<file path="src/rtl/game_pkg.sv">
// game_pkg: shared definitions for the round controller and its timing helpers.
//   state_e        - round flow states (3-bit encoding)
//   CLK_HZ_DEFAULT - default pixel clock (800x600 timing)
//   MS_PER_S       - milliseconds per second
//   max_u          - elaboration-time max helper for counter sizing
package game_pkg;

  typedef enum logic [2:0] {
    S_MENU      = 3'd0,
    S_COUNTDOWN = 3'd1,
    S_ARM       = 3'd2,
    S_PLAY      = 3'd3,
    S_WIN       = 3'd4,
    S_LOST      = 3'd5
  } state_e;

  localparam int unsigned CLK_HZ_DEFAULT = 40_000_000;
  localparam int unsigned MS_PER_S       = 1000;

  function automatic int unsigned max_u(input int unsigned a, input int unsigned b);
    return (a > b) ? a : b;
  endfunction

endpackage

</file>
<file path="src/rtl/game_timer_ctrl_tick_gen.sv">
// tick_gen: free-running millisecond prescaler.
//   clk         in  clock
//   rst_n       in  asynchronous reset, active-low
//   one_ms_tick out registered one-cycle pulse every TICKS_PER_MS cycles,
//                   asserted the cycle after the counter reaches TICKS_PER_MS-1
module tick_gen #(
  parameter int unsigned TICKS_PER_MS = 40_000
) (
  input  logic clk,
  input  logic rst_n,
  output logic one_ms_tick
);

  localparam int unsigned CW = (TICKS_PER_MS > 1) ? $clog2(TICKS_PER_MS) : 1;
  localparam logic [CW-1:0] LAST = CW'(TICKS_PER_MS - 1);

  logic [CW-1:0] cnt_q, cnt_d;
  logic          tick_q, tick_d;

  always_comb begin
    tick_d = (cnt_q == LAST);
    cnt_d  = tick_d ? '0 : cnt_q + CW'(1);
  end

  always_ff @(posedge clk or negedge rst_n) begin
    if (!rst_n) begin
      cnt_q  <= '0;
      tick_q <= 1'b0;
    end else begin
      cnt_q  <= cnt_d;
      tick_q <= tick_d;
    end
  end

  assign one_ms_tick = tick_q;

endmodule

</file>
<file path="src/rtl/game_timer_ctrl.sv">
// game_timer_ctrl: round flow controller feeding the time bar overlay.
//   clk, rst_n     in  pixel clock, asynchronous active-low reset
//   btn_start      in  debounced start button (level)
//   vblnk_in       in  vertical blank from the timing pipeline
//   player_dead    in  one-cycle pulse, player fell
//   level_done     in  one-cycle pulse, player reached goal
//   elapsed        in  time bar expired (level)
//   one_ms_tick    out 1 ms pulse
//   bar_en         out time bar enable
//   bar_start      out one-cycle time bar start pulse (frame aligned)
//   countdown_val  out seconds remaining during countdown, else 0
//   game_active    out high while playing
//   round_won      out high on the win screen
//   round_lost     out high on the loss screen
module game_timer_ctrl
  import game_pkg::*;
#(
  parameter int unsigned CLK_HZ         = CLK_HZ_DEFAULT,
  parameter int unsigned TICKS_PER_MS   = CLK_HZ / 1000,
  parameter int unsigned COUNTDOWN_S    = 3,
  parameter int unsigned RESULT_HOLD_MS = 2000
) (
  input  logic       clk,
  input  logic       rst_n,
  input  logic       btn_start,
  input  logic       vblnk_in,
  input  logic       player_dead,
  input  logic       level_done,
  input  logic       elapsed,
  output logic       one_ms_tick,
  output logic       bar_en,
  output logic       bar_start,
  output logic [3:0] countdown_val,
  output logic       game_active,
  output logic       round_won,
  output logic       round_lost
);

  localparam int unsigned MS_MAX = max_u(MS_PER_S - 1, RESULT_HOLD_MS);
  localparam int unsigned MS_W   = $clog2(MS_MAX + 1);
  localparam logic [MS_W-1:0] MS_WRAP = MS_W'(MS_PER_S - 1);
  localparam logic [MS_W-1:0] HOLD    = MS_W'(RESULT_HOLD_MS);
  localparam logic [3:0]      CD_LOAD = 4'(COUNTDOWN_S);

  state_e          state_q, state_d;
  logic [MS_W-1:0] ms_cnt_q, ms_cnt_d;
  logic [3:0]      sec_cnt_q, sec_cnt_d;
  logic            btn_q, vblnk_q;
  logic            press, vblnk_rise;

  logic            bar_en_q, bar_en_d;
  logic            bar_start_q, bar_start_d;
  logic [3:0]      cd_val_q, cd_val_d;
  logic            active_q, active_d;
  logic            won_q, won_d;
  logic            lost_q, lost_d;

  tick_gen #(
    .TICKS_PER_MS(TICKS_PER_MS)
  ) u_tick_gen (
    .clk        (clk),
    .rst_n      (rst_n),
    .one_ms_tick(one_ms_tick)
  );

  always_comb begin
    state_d     = state_q;
    ms_cnt_d    = ms_cnt_q;
    sec_cnt_d   = sec_cnt_q;
    bar_start_d = 1'b0;
    press       = btn_start & ~btn_q;
    vblnk_rise  = vblnk_in & ~vblnk_q;

    case (state_q)
      S_MENU: begin
        if (press) begin
          state_d   = S_COUNTDOWN;
          sec_cnt_d = CD_LOAD;
          ms_cnt_d  = '0;
        end
      end
      S_COUNTDOWN: begin
        if (one_ms_tick) begin
          if (ms_cnt_q == MS_WRAP) begin
            ms_cnt_d  = '0;
            sec_cnt_d = sec_cnt_q - 4'd1;
            if (sec_cnt_q == 4'd1) state_d = S_ARM;
          end else begin
            ms_cnt_d = ms_cnt_q + MS_W'(1);
          end
        end
      end
      S_ARM: begin
        if (vblnk_rise) begin
          state_d     = S_PLAY;
          bar_start_d = 1'b1;
        end
      end
      S_PLAY: begin
        // Clearing here means the hold counter is zero on entry to either result state.
        ms_cnt_d = '0;
        if (player_dead)     state_d = S_LOST;
        else if (level_done) state_d = S_WIN;
        else if (elapsed)    state_d = S_LOST;
      end
      S_WIN, S_LOST: begin
        if (press && (ms_cnt_q == HOLD)) begin
          state_d = S_MENU;
        end else if (one_ms_tick && (ms_cnt_q != HOLD)) begin
          ms_cnt_d = ms_cnt_q + MS_W'(1);
        end
      end
      default: state_d = S_MENU;
    endcase

    // Outputs are decoded from the next state so they register alongside it.
    bar_en_d = (state_d == S_COUNTDOWN) || (state_d == S_ARM) || (state_d == S_PLAY);
    cd_val_d = (state_d == S_COUNTDOWN) ? sec_cnt_d : '0;
    active_d = (state_d == S_PLAY);
    won_d    = (state_d == S_WIN);
    lost_d   = (state_d == S_LOST);
  end

  always_ff @(posedge clk or negedge rst_n) begin
    if (!rst_n) begin
      state_q     <= S_MENU;
      ms_cnt_q    <= '0;
      sec_cnt_q   <= '0;
      // Treat the button as already held so a press held through reset is not an edge.
      btn_q       <= 1'b1;
      vblnk_q     <= 1'b0;
      bar_en_q    <= 1'b0;
      bar_start_q <= 1'b0;
      cd_val_q    <= '0;
      active_q    <= 1'b0;
      won_q       <= 1'b0;
      lost_q      <= 1'b0;
    end else begin
      state_q     <= state_d;
      ms_cnt_q    <= ms_cnt_d;
      sec_cnt_q   <= sec_cnt_d;
      btn_q       <= btn_start;
      vblnk_q     <= vblnk_in;
      bar_en_q    <= bar_en_d;
      bar_start_q <= bar_start_d;
      cd_val_q    <= cd_val_d;
      active_q    <= active_d;
      won_q       <= won_d;
      lost_q      <= lost_d;
    end
  end

  assign bar_en        = bar_en_q;
  assign bar_start     = bar_start_q;
  assign countdown_val = cd_val_q;
  assign game_active   = active_q;
  assign round_won     = won_q;
  assign round_lost    = lost_q;

endmodule

</file>
<file path="config.mk">
export PLATFORM = sky130hd
export DESIGN_NAME = game_timer_ctrl
export DESIGN_NICKNAME = d
export VERILOG_FILES = /design/src/rtl/game_pkg.sv /design/src/rtl/game_timer_ctrl_tick_gen.sv /design/src/rtl/game_timer_ctrl.sv
export SDC_FILE = /design/constraint.sdc
export NUM_CORES = 1
export LEC_CHECK = 0
export ABC_AREA = 1
export BUFFER_PORTS_ARGS = -buffer_cell sky130_fd_sc_hd__buf_2
export CAP_MARGIN = 15
export CORE_MARGIN = 8
export CORE_UTILIZATION = 40
export DETAILED_ROUTE_END_ITERATION = 12
export GPL_ROUTABILITY_DRIVEN = 0
export PLACE_DENSITY = 0.66
export SETUP_SLACK_MARGIN = 0.2
export SYNTH_ARGS = -nofsm -noshare
export SYNTH_HDL_FRONTEND = slang
export SYNTH_SLANG_ARGS = --single-unit
export TNS_END_PERCENT = 1
</file>
<file path="constraint.sdc">
create_clock -name clk -period 2.2 [get_ports clk]
set_clock_uncertainty 0.05 [all_clocks]
set_input_delay 0.22 -clock clk [delete_from_list [all_inputs] [get_ports clk]]
set_output_delay 0.22 -clock clk [all_outputs]
set_load 0.01 [all_outputs]
</file>
==> results of run 1 <==
-- sequential cells by signal, indices dropped and copies added (netlist names) --
| register | count |
|---|---|
| bar_en | 1 |
| bar_start | 1 |
| btn_q | 1 |
| countdown_val | 4 |
| game_active | 1 |
| ms_cnt_q | 11 |
| round_lost | 1 |
| round_won | 1 |
| sec_cnt_q | 4 |
| state_q | 3 |
| u_tick_gen.cnt_q | 16 |
| u_tick_gen.one_ms_tick | 1 |
| vblnk_q | 1 |
-- cell usage in the layout (no fill, tap or decap) --
cell and n:
nand2_1 76, inv_1 48, nor2_1 47, dfrtp_1 45, nand3_1 23, buf_2 16
nor3_1 15, nand4_1 11, xor2_1 10, o21ai_0 9, inv_2 6, xnor2_1 5
a21oi_1 5, o21ai_2 5, ha_1 5, clkbuf_8 5, buf_4 5, nand3_2 3
dlygate4sd3_1 3, nand2_2 2, nor2_4 2, nand2_4 2, o21ai_1 2, nor4_1 2
nor3b_1 2, o21bai_1 2, nor2_8 1, nor2_2 1, a21boi_2 1, a31oi_1 1
nor3_2 1, nand3b_1 1, dfstp_2 1, clkinv_2 1, bufinv_16 1, inv_6 1
-- worst min-delay path: cells and delay by family --
family	cells	cell delay [ps]
buffers and inverters	2	170
AND/OR/NAND/NOR	1	130
AO/OA/AOI/OAI	1	130
-- kinds of logic (layout without fill, tap and decap cells) --
| group | count (synthesis) | in the layout | synth area share [%] |
|---|---|---|---|
| xor+xnor | 15 | 15 | 5.02 |
| compound gates | 25 | 25 | 5.97 |
| fa+ha+maj | 5 | 5 | 2.39 |
| simple gates | 189 | 189 | 33.6 |
| buf+inv | 59 | 86 | 9.03 |
| flops | 46 | 46 | 44.0 |
-- cell type report --
| type | instances | area share, % |
|---|---|---|
| multi-input cells | 234 | 41.8 |
| flip-flops and latches | 46 | 39.2 |
| inverters | 54 | 6.89 |
| repair buffers | 24 | 5.02 |
| well taps | 77 | 3.28 |
| clock buffers | 5 | 2.34 |
| clock inverters | 3 | 1.49 |
-- per-layer routing --
metal / vias up / track usage (%)
met1: 1021 / 15.0
met5: - / 0
met3: 2 / 2.35
met4: 0 / 4.02
li1: 1123 / -
met2: 44 / 18.2
-- power by group through the flow --
stage,combinational (uW),sequential (uW),clock (uW)
floorplan,229,965,0
global placement,306,971,0
detailed placement,312,975,0
CTS,317,959,658
global route,358,970,685
finish,313,961,637
-- worst paths after layout --
check                           slack (ps)                     startpoint                            end  cells past startpoint
worst max register to register         360        ms_cnt_q[0]$_DFFE_PN0P_     countdown_val[0]$_DFF_PN0_                     10
max in group asynchronous             1100                          rst_n         sec_cnt_q[2]$_DFF_PN0_                      3
min in group asynchronous              400                          rst_n  u_tick_gen.cnt_q[0]$_DFF_PN0_                      2
worst min register to register         420  u_tick_gen.cnt_q[0]$_DFF_PN0_  u_tick_gen.cnt_q[0]$_DFF_PN0_                      1
worst max-delay path                   360        ms_cnt_q[0]$_DFFE_PN0P_     countdown_val[0]$_DFF_PN0_                     10
worst min-delay path                   350                    player_dead           state_q[1]$_DFF_PN0_                      4
-- what timing repair did --
item                       in CTS  in global routing
resized for setup               0                  1
setup endpoints to repair       0                  5
hold buffers                    3                  0
hold endpoints to repair       25                  0
-- metrics by stage --
step / worst slack (ps) / util, % / hold slack (ps) / power [uW]
after CTS: 382 / 46.3 / 332 / 1930
after global routing: 199 / 46.3 / 361 / 2010
final: 363 / 46.3 / 346 / 1910
after global placement: 425 / 44.1 / 203 / 1280
after floorplan: 608 / - / -126 / 1190
after detailed placement: 397 / 44.1 / 219 / 1290
==> metrics.md, run 1 <==
| Metric | Value |
|---|---|
| Required arrival time at the worst endpoint | 2340 ps |
| Multi-input gate area | 1230 sq um |
| Detailed router's first-iteration violation count | 110 |
| Total negative setup slack | 0 ps |
| Fin crit share | 83.5% |
| Wire length of the first global-routing pass | 9.22 mm |
| Die Width | 96.9 microns |
| Detailed-routing wirelength on met1 | 2.60 mm |
| Count of fill cells added during filler insertion | 620 |
| Core region area | 6350 sq um |
| Part of the power in the clock network | 33.3% |
| Detailed-route DRC error count | 0 |
| Layout Cells excl Fill | 443 |
| Worst setup EP type | flop |
| Antenna Diode Count | 0 |
| Most frequent cell after synthesis | nand2_1 |
| Crit path max-delay cell type | dfrtp_1 |
| Later-pin clock latency in the skew report | 300 ps |
| Buffers & Inverters on Critical Path | 1 |
| Share of power burned in registers | 50.3% |
| Clock sink count | 46 |
| Number of iterations in the first detailed-routing pass | 4 |
| Final #Nets | 377 |
| Count of boundary I/O pins | 17 |
| Port Buffers | 16 |
| Peak ir drop on the vdd network | 0.000404 V |
| Initial antenna violation count | 0 |
| Area of all placed cells without fillers | 2940 sq um |
| Synth top cells by count | nand2_1 (76), inv_1 (49), nor2_1 (47), dfrtp_1 (45), nand3_1 (23) |
| Count of warnings emitted by yosys | 0 |
| Amount of wire on met2 after detailed routing | 2.47 mm |
| Actual transition at the worst max-transition pin | 586 ps |
| Fraction of final layout cells sized beyond drive strength 1 | 14.8% |
| Maximum clock path buffer count | 2 |
| Antenna violation net count after detailed routing | 0 |
| F_max | 544 MHz |
| Setup Crit Path Kind | flop to flop |
| Buffers inserted during post-CTS setup optimization | 0 |
| Max cap viols | 0 |
| Mean area per synthesized cell | 7.72 sq um |
| Total leakage power | 0.00149 uW |
| Setup repair after global routing missed its margin | yes |
| Critical Path, Cell by Cell | ha_1, inv_2, nor2_1, nand3_2, nor2_8, nand2_4, nor2_4, o21ai_1, nor2_1, nor2_1 |
| Setup violations, final | 0 |
| Number of hold violations in the final report | 0 |
| Area fraction of the dominant cell type after synthesis | 43.0% |
| CTS clk-pin slew, worst paths | 90 ps |
| Design internal power | 1360 uW |
| Clock root buffer master | clkbuf_8 |
| Total clock buffers created by CTS | 5 |
| Via count of the first global-routing pass | 2058 |
| Kind of start point of the critical path | flop |
| FF/Latch Area | 1150 sq um |
| Status | finished clean |
| Total global-route track usage | 11.5% |
| Met3 wire len | 187 microns |
| Proportion of synthesized chip area in sequential cells | 44.0% |
| Number of enable flip-flop cells after synthesis | 0 |
| Cell type with the highest aggregate area in the netlist | dfrtp_1 |
| Total net switching power | 553 uW |
| Post-synthesis instance area | 2620 sq um |
| Post-Synthesis Cells | 339 |
| DIE HEIGHT | 96.9 microns |
| Netlist cell types | 32 |
| Most used cell along the critical path | nor2_1 |
| Cell count after placement | 432 |
| Die area | 9390 sq um |
| Critical-path maximum fanout | 5 |
| Slew margin rel. | 60.9% |
| Net Count, Synth | 351 |
| Vias per inst | 4.94 |
| Power per Cell Area | 649 nW/um^2 |
| Routed length per instance | 12.0 microns |
| DP HPWL | 3.97 mm |
| Delay contributed by the slowest stage of the critical path | 420 ps |
| Number of H-tree branching levels | 2 |
| Ranking of synthesized cells by area | dfrtp_1 (43%), nand2_1 (11%), inv_1 (7.0%), nor2_1 (6.7%), nand3_1 (4.4%) |
| Final min period | 1840 ps |
| Post-synthesis async set-or-reset flop share | 100% |
| Placement-stage cell area | 2800 sq um |
| Top layer used by detailed routing | met4 |
| Synth Flop Type | dfrtp_1 |
| Post-synthesis register bit count | 46 |
| Via count | 2190 |
| CTS tree | done |
| Remaining global-route overflow | 0 |
| Floorplan row count | 29 |
| P&R area growth vs syn | 12.3% |
| Net Sw Frac | 28.9% |
| Final Routed Wirelength | 5.30 mm |
| Delay-heaviest family, CP | simple AND/OR/NAND/NOR gates |
| Logic pwr share | 16.4% |
| Final count of pins violating max slew | 0 |
| Largest net degree at the start of global routing | 27 |
| HP Class | input port to flop |
| Arrival time at the worst endpoint | 1980 ps |
| Initial Utilization | 41.2% |
Note: power is estimated with default switching activity, not from simulation.
==> run 2: changes to the inputs <==
- ABC_AREA: 1 -> 0
- PLACE_DENSITY: 0.66 -> 0.68
- clock period: 2.2 -> 1.6 ns (I/O delays scaled with it)
==> run 2 against run 1 <==
Net effect: the flow now finishes with violations (negative setup slack); register-to-register slack worse by 790 ps; combinational power grew 80%; non-clock buffer count increased by 38; critical path depth down 5; synthesized area fell by 10%.
==> metrics.md, run 2 <==
| Metric | Value |
|---|---|
| Initial Utilization | 40.5% (-0.71 points) |
| Delay contributed by the slowest stage of the critical path | 410 ps (about the same) |
| Setup violations, final | 26 (+26) |
| Setup Crit Path Kind | flop to flop |
| Part of the power in the clock network | 32.6% (-0.7 points) |
| Arrival time at the worst endpoint | 2170 ps (+190 ps) |
| Fin crit share | 126% (+43 points) |
| Worst-case setup slack after placement | -423 ps (-820 ps) |
| Kind of start point of the critical path | flop |
| Count of warnings emitted by yosys | 0 (unchanged) |
| Final #Nets | 304 (-19%) |
| Number of enable flip-flop cells after synthesis | 0 (unchanged) |
| Post-synthesis instance area | 2360 sq um (-10%) |
| Later-pin clock latency in the skew report | 300 ps (about the same) |
| Final count of pins violating max slew | 0 (unchanged) |
| Flip-flop count of the largest register, all copies and words added | 16 (unchanged) |
| Worst Hold Slack | 220 ps (-126 ps) |
| Via count | 1858 (-15%) |
| Number of H-tree branching levels | 2 (unchanged) |
| Violations in the final reports | negative setup slack |
| Power per Cell Area | 880 nW/um^2 (+35%) |
| Logic pwr share | 20.5% (+4.1 points) |
| Number of hold violations in the final report | 0 (unchanged) |
| Crit path max-delay cell type | or4_1 |
| Cell type with the highest aggregate area in the netlist | dfrtp_1 |
| Total clock buffers created by CTS | 5 (unchanged) |
| Largest net degree at the start of global routing | 22 (-19%) |
| Post-synthesis register bit count | 46 (unchanged) |
| Synth Flop Type | dfrtp_1 |
| DIE HEIGHT | 92.8 microns (-4.3%) |
| Antenna violation net count after detailed routing | 0 (unchanged) |
| Share of power burned in registers | 46.9% (-3.4 points) |
| Die Width | 92.8 microns (-4.3%) |
| Number of iterations in the first detailed-routing pass | 4 (unchanged) |
| Wire length of the first global-routing pass | 8.74 mm (-5.2%) |
| CTS clk-pin slew, worst paths | 100 ps (about the same) |
| Via count of the first global-routing pass | 1903 (-7.5%) |
| Final cell utilization of the core | 53.7% (+7.3 points) |
| Mean area per synthesized cell | 10.3 sq um (+34%) |
| Final Routed Wirelength | 5.02 mm (-5.2%) |
| Most frequent standard cell in the layout excluding fill and tap cells | dfrtp_1 |
| Ranking of synthesized cells by area | dfrtp_1 (48%), xor2_1 (6.3%), nor2_1 (5.6%), nand2_1 (3.2%), ha_1 (2.7%) |
| Peak ir drop on the vdd network | 0.000420 V (+4.1%) |
| HP Class | input port to flop |
| Synth top cells by count | dfrtp_1 (45), nor2_1 (35), nand2_1 (20), xor2_1 (17), o21ai_0 (11) |
| Worst setup EP type | flop |
| Slew margin rel. | 67.9% (+7.0 points) |
| Top Registers | u_tick_gen.cnt_q x16, ms_cnt_q x11 |
| F_max | 494 MHz (-9.2%) |
| Clock root buffer master | clkbuf_8 |
| Final min period | 2020 ps (+187 ps) |
| DP HPWL | 3.72 mm (-6.5%) |
| Port Buffers | 16 (unchanged) |
| Largest Register | u_tick_gen.cnt_q |
| Design internal power | 1980 uW (+46%) |
| Post-Synthesis Cells | 228 (-33%) |
| Critical Path, Cell by Cell | or3b_4, or4_1, or2_4, a22o_4, and3_1 |
| Net Count, Synth | 240 (-32%) |
| Buffers & Inverters on Critical Path | 0 (-1) |
| Net Sw Frac | 27.8% (-1.1 points) |
| Clock sink count | 46 (unchanged) |
| Most frequent cell after synthesis | dfrtp_1 |
| Die area | 8610 sq um (-8.4%) |
| Critical-path maximum fanout | 4 (-1) |
| Setup slack on the worst flop-to-flop path | -420 ps (-790 ps) |
| Initial antenna violation count | 0 (unchanged) |
| Remaining global-route overflow | 0 (unchanged) |
| Floorplan row count | 28 (-3.4%) |
| Actual transition at the worst max-transition pin | 482 ps (-104 ps) |
| Detailed router's first-iteration violation count | 75 (-32%) |
| Antenna Diode Count | 0 (unchanged) |
| Area fraction of the dominant cell type after synthesis | 47.8% (+4.8 points) |
| Status | finished with violations |
| Detailed-route DRC error count | 0 (unchanged) |
| Routed length per instance | 13.6 microns (+14%) |
| Netlist cell types | 49 (+53%) |
| Max cap viols | 0 (unchanged) |
| Core region area | 5820 sq um (-8.4%) |
| CTS tree | done |
| Count of boundary I/O pins | 17 (unchanged) |
| Proportion of synthesized chip area in sequential cells | 48.9% (+4.9 points) |
| Total leakage power | 0.00149 uW (-0.14%) |
| Delay-heaviest family, CP | simple AND/OR/NAND/NOR gates |
| Total global-route track usage | 12.6% (+1.1 points) |
| Final setup slack of the worst path | -423 ps (-787 ps) |
| P&R area growth vs syn | 32.4% |
| Total net switching power | 764 uW (+38%) |
| Commonest non-fill, non-tap cells in the layout | dfrtp_1 (43), buf_4 (38), nor2_1 (27), nand2_1 (17), xor2_1 (17) |
| Setup repair after global routing missed its margin | yes |
| Required arrival time at the worst endpoint | 1740 ps (-600 ps) |
| Maximum clock path buffer count | 2 (unchanged) |
| Vias per inst | 5.05 (+2.1%) |
| Fraction of final layout cells sized beyond drive strength 1 | 36.9% (+22 points) |
| Post-synthesis async set-or-reset flop share | 100% (unchanged) |
[run 2: cell types whose count changed in the layout (fill, tap and decap cells not counted), moves of 12 or more]
cell and change:
nor2_1 -20, inv_1 -39, nand2_1 -59, nor3_1 -12
buf_4 +33, nand3_1 -15
[run 2: kinds of logic (layout without fill, tap and decap cells)]
family | count (synthesis) | in the layout | synth area share [%]
xor gates and xnor gates | 24 | 24 | 8.92
DFF | 46 | 46 | 48.9
adders and majority gates | 5 | 5 | 2.65
AOI/OAI and AO/OA | 31 | 31 | 10.3
muxes | 2 | 2 | 0.849
and+or+nand+nor | 106 | 106 | 24.9
buffers and inverters | 14 | 79 | 3.50
[run 2: per-stage QoR]
| step | instances | area [sq um] | total power [uW] | setup TNS (ps) |
|---|---|---|---|---|
| 2_1_floorplan | 228 | 2360 | 1610 | -7510 |
| 3_3_place_gp | 352 | 2780 | 1800 | -8010 |
| 3_5_place_dp | 352 | 2780 | 1820 | -8350 |
| 4_1_cts | 363 | 3030 | 2730 | -7180 |
| 5_1_grt | 368 | 3120 | 2900 | -9100 |
| 6_report | 368 | 3120 | 2750 | -6830 |
[run 2: final cells by class]
| type | instances | area [sq um] |
|---|---|---|
| fillers | 530 | 2700 |
| repair buffers | 62 | 460 |
| clock buffers | 5 | 68.8 |
| flip-flops and latches | 46 | 1150 |
| multi-input cells | 168 | 1260 |
| clock inverters | 3 | 48.8 |
| well taps | 75 | 93.8 |
| inverters | 9 | 33.8 |
[run 2: layer usage]
metal / share of wire (%) / routed length (microns) / track usage (%) / up-vias
met2: 52 / 2620 / 21.9 / 28
met4: 0.96 / 48 / 4.03 / 0
met3: 2.8 / 143 / 3.07 / 8
li1: - / - / - / 918
met1: 44 / 2200 / 14.8 / 904
met5: 0 / 0 / 0 / -
[run 2: timing repair]
| action | in CTS | in global routing |
|---|---|---|
| gates resized for setup | 28 | 15 |
| hold buffers | 3 | 0 |
| cloned | 0 | 0 |
| buffers inserted | 0 | 5 |
| pin swaps | 19 | 7 |
| setup endpoints to repair | 36 | 37 |
| hold endpoints to repair | 20 | 0 |
[run 2: path summary, 6_finish.rpt]
kind,endpoint,startpoint,cells past startpoint
min in group asynchronous,sec_cnt_q[0]$_DFF_PN0_,rst_n,2
worst min-delay path,bar_start$_DFF_PN0_,vblnk_in,3
worst min register to register,u_tick_gen.cnt_q[0]$_DFF_PN0_,u_tick_gen.cnt_q[0]$_DFF_PN0_,1
worst max-delay path,round_won$_DFF_PN0_,ms_cnt_q[5]$_DFFE_PN0P_,5
worst max register to register,round_won$_DFF_PN0_,ms_cnt_q[5]$_DFFE_PN0P_,5
max in group asynchronous,u_tick_gen.cnt_q[6]$_DFF_PN0_,rst_n,3
[run 2: worst min-delay path, cell delays in order]
cell and delay, ps:
buf_2 100, nor4b_2 150, buf_4 120
[run 2: power groups by stage]
stage / clock network (uW) / logic [uW] / registers (uW)
2_1_floorplan: 0 / 264 / 1340
3_3_place_gp: 0 / 488 / 1320
3_5_place_dp: 0 / 499 / 1320
4_1_cts: 918 / 516 / 1300
5_1_grt: 972 / 628 / 1300
6_report: 896 / 562 / 1290
==> run 3: changes to the inputs <==
- CTS_BUF_LIST: default -> sky130_fd_sc_hd__clkbuf_8
- GPL_TIMING_DRIVEN: default -> 0
==> run 3 against run 2 <==
Net effect: the run ends with negative hold slack, negative setup slack left; total power down 2.0%; clock power up 0.7%; sequential share of layout area up 4.3 points; fmax down 3.6%; critical path depth up 1; die area unchanged; utilization down 5.7 points; setup slack worse by 75 ps; largest cell class unchanged.
==> metrics.md, run 3 (same netlist as run 2, synthesis figures left out) <==
| Metric | Value |
|---|---|
| Status | finished with violations |
| Violations in the final reports | negative hold slack, negative setup slack |
| F_max | 477 MHz (-3.6%) |
| Most frequent standard cell in the layout excluding fill and tap cells | dfrtp_1 |
| Antenna violation net count after detailed routing | 0 (unchanged) |
| Multi-input gate area | 1220 sq um (-2.9%) |
| Top Registers | u_tick_gen.cnt_q x16, ms_cnt_q x11 |
| Setup Crit Path Kind | flop to flop |
| DP HPWL | 3.18 mm (-14%) |
| Total leakage power | 0.00128 uW (-14%) |
| Layout Cells excl Fill | 330 (-10%) |
| Peak ir drop on the vdd network | 0.000352 V (-16%) |
| Final #Nets | 266 (-13%) |
| P&R area growth vs syn | 18.4% |
| Antenna Diode Count | 0 (unchanged) |
| HP Class | input port to async pin |
| Setup slack on the worst flop-to-flop path | -500 ps (-70 ps) |
| Final count of pins violating max slew | 0 (unchanged) |
| Count of fill cells added during filler insertion | 565 (+6.6%) |
| Slew margin rel. | 33.3% (-35 points) |
| Initial Utilization | 40.5% (unchanged) |
| Count of boundary I/O pins | 17 (unchanged) |
| Fraction of final layout cells sized beyond drive strength 1 | 23.1% (-14 points) |
| Fin crit share | 131% (+4.7 points) |
| Power per Cell Area | 964 nW/um^2 (+9.6%) |
| Clock sink count | 46 (unchanged) |
| Maximum clock path buffer count | 2 (unchanged) |
| Total clock buffers created by CTS | 5 (unchanged) |
| Arrival time at the worst endpoint | 2250 ps (+80 ps) |
| Number of cells traversed by the worst register-to-register path | 6 (+1) |
| Required arrival time at the worst endpoint | 1750 ps (about the same) |
| Flip-flop count of the largest register, all copies and words added | 16 (unchanged) |
| Setup repair after global routing missed its margin | yes |
| FF/Latch Area | 1150 sq um (-0.22%) |
| Worst setup path endpoint | round_won$_DFF_PN0_ |
| Via count | 1679 (-9.6%) |
| Number of hold violations in the final report | 45 (+45) |
| Clock root buffer master | clkbuf_8 |
| Detailed router's first-iteration violation count | 64 (-15%) |
| Remaining global-route overflow | 0 (unchanged) |
| Die area | 8610 sq um (unchanged) |
| Critical-path maximum fanout | 8 (+4) |
| Final min period | 2100 ps (+74.6 ps) |
| Largest Register | u_tick_gen.cnt_q |
| Number of H-tree branching levels | 2 (unchanged) |
| Setup violations, final | 25 (-3.8%) |
| Kind of start point of the critical path | flop |
| Number of iterations in the first detailed-routing pass | 5 (+1) |
| Routed length per instance | 13.6 microns (-0.26%) |
| Core region area | 5820 sq um (unchanged) |
| Actual transition at the worst max-transition pin | 1000 ps (+518 ps) |
| Max cap viols | 0 (unchanged) |
| Initial antenna violation count | 0 (unchanged) |
| CTS clk-pin slew, worst paths | 90 ps (about the same) |
| Reg-to-reg critical path endpoint | round_won$_DFF_PN0_ |
| Port Buffers | 16 (unchanged) |
| Final setup slack of the worst path | -498 ps (-74.6 ps) |
| Worst setup EP type | flop |
| Commonest non-fill, non-tap cells in the layout | dfrtp_1 (45), nor2_1 (33), nand2_1 (19), xor2_1 (17), buf_2 (16) |
| Floorplan row count | 28 (unchanged) |
| Final Routed Wirelength | 4.49 mm (-11%) |
| Via count of the first global-routing pass | 1760 (-7.5%) |
| Detailed-route DRC error count | 0 (unchanged) |
| Vias per inst | 5.09 (+0.77%) |
| Worst Hold Slack | -39.4 ps (-260 ps) |
| Start point of the critical path | ms_cnt_q[2]$_DFFE_PN0P_ |
| DIE HEIGHT | 92.8 microns (unchanged) |
| Wire length of the first global-routing pass | 7.85 mm (-10%) |
| Final cell utilization of the core | 48.0% (-5.7 points) |
| CTS tree | done |
| Largest net degree at the start of global routing | 47 (+110%) |
| Total global-route track usage | 11.3% (-1.3 points) |
| Startpoint of the worst-slack reg-to-reg timing path | ms_cnt_q[2]$_DFFE_PN0P_ |
| Cell count after placement | 319 (-9.4%) |
| Later-pin clock latency in the skew report | 310 ps (about the same) |
| Die Width | 92.8 microns (unchanged) |
[run 3: what timing repair did]
action                                 in CTS  in global routing
pin swaps                                   7                  5
setup endpoints to repair                  36                 38
gates resized for setup                    10                 11
setup buffers                               1                  0
hold buffers                                2                  0
endpoints found under the hold margin       2                  0
[run 3: worst min-delay path by stage]
stage	startpoint	end	slack (ps)	depth (start not counted)
2_1_floorplan	rst_n	bar_en$_DFF_PN0_	-190	0
3_3_place_gp	vblnk_in	vblnk_q$_DFF_PN0_	230	1
3_5_place_dp	vblnk_in	vblnk_q$_DFF_PN0_	230	1
4_1_cts	rst_n	ms_cnt_q[3]$_DFFE_PN0P_	10	1
5_1_grt	rst_n	ms_cnt_q[3]$_DFFE_PN0P_	60	1
6_report	rst_n	ms_cnt_q[7]$_DFFE_PN0P_	-40	1
[run 3: cell type report]
type                       count  area share, %
buffer                         5           1.79
clock buffer                   5           2.47
multi-input combinational    168           43.8
inverter                       9           1.21
timing repair buffer          19           4.30
clock inverter                 3           1.75
sequential                    46           41.3
tap                           75           3.36
[run 3: metrics by stage]
step	worst slack (ps)	power [uW]	hold slack (ps)	setup TNS (ps)	area [sq um]
2_1_floorplan	-434	1610	-186	-7510	2360
3_3_place_gp	-709	1740	233	-16510	2530
3_5_place_dp	-737	1750	233	-17290	2530
4_1_cts	-510	2710	12.2	-9780	2740
5_1_grt	-556	2830	59.4	-10430	2790
6_report	-498	2690	-39.4	-7550	2790
[run 3: metal layers]
metal | global-route usage [%] | part of all wire (%)
met5 | 0 | 0
met3 | 2.83 | 2.9
met2 | 19.5 | 51
met4 | 4.70 | 1.1
met1 | 13.0 | 45
[run 3: where the power goes]
part           leakage (uW)  switching [uW]  internal (uW)  total, uW
clock             0.0000563             427            476        902
sequential         0.000598            85.2           1250       1330
combinational      0.000627             257            199        455
total               0.00128             768           1920       2690
[run 3: critical path, cell delays in order (launching register included)]
cell and delay, ps:
dfrtp_1 380, buf_6 130, or3b_4 370, or4_1 410, or2_4 260, a22o_4 260
and3_4 140
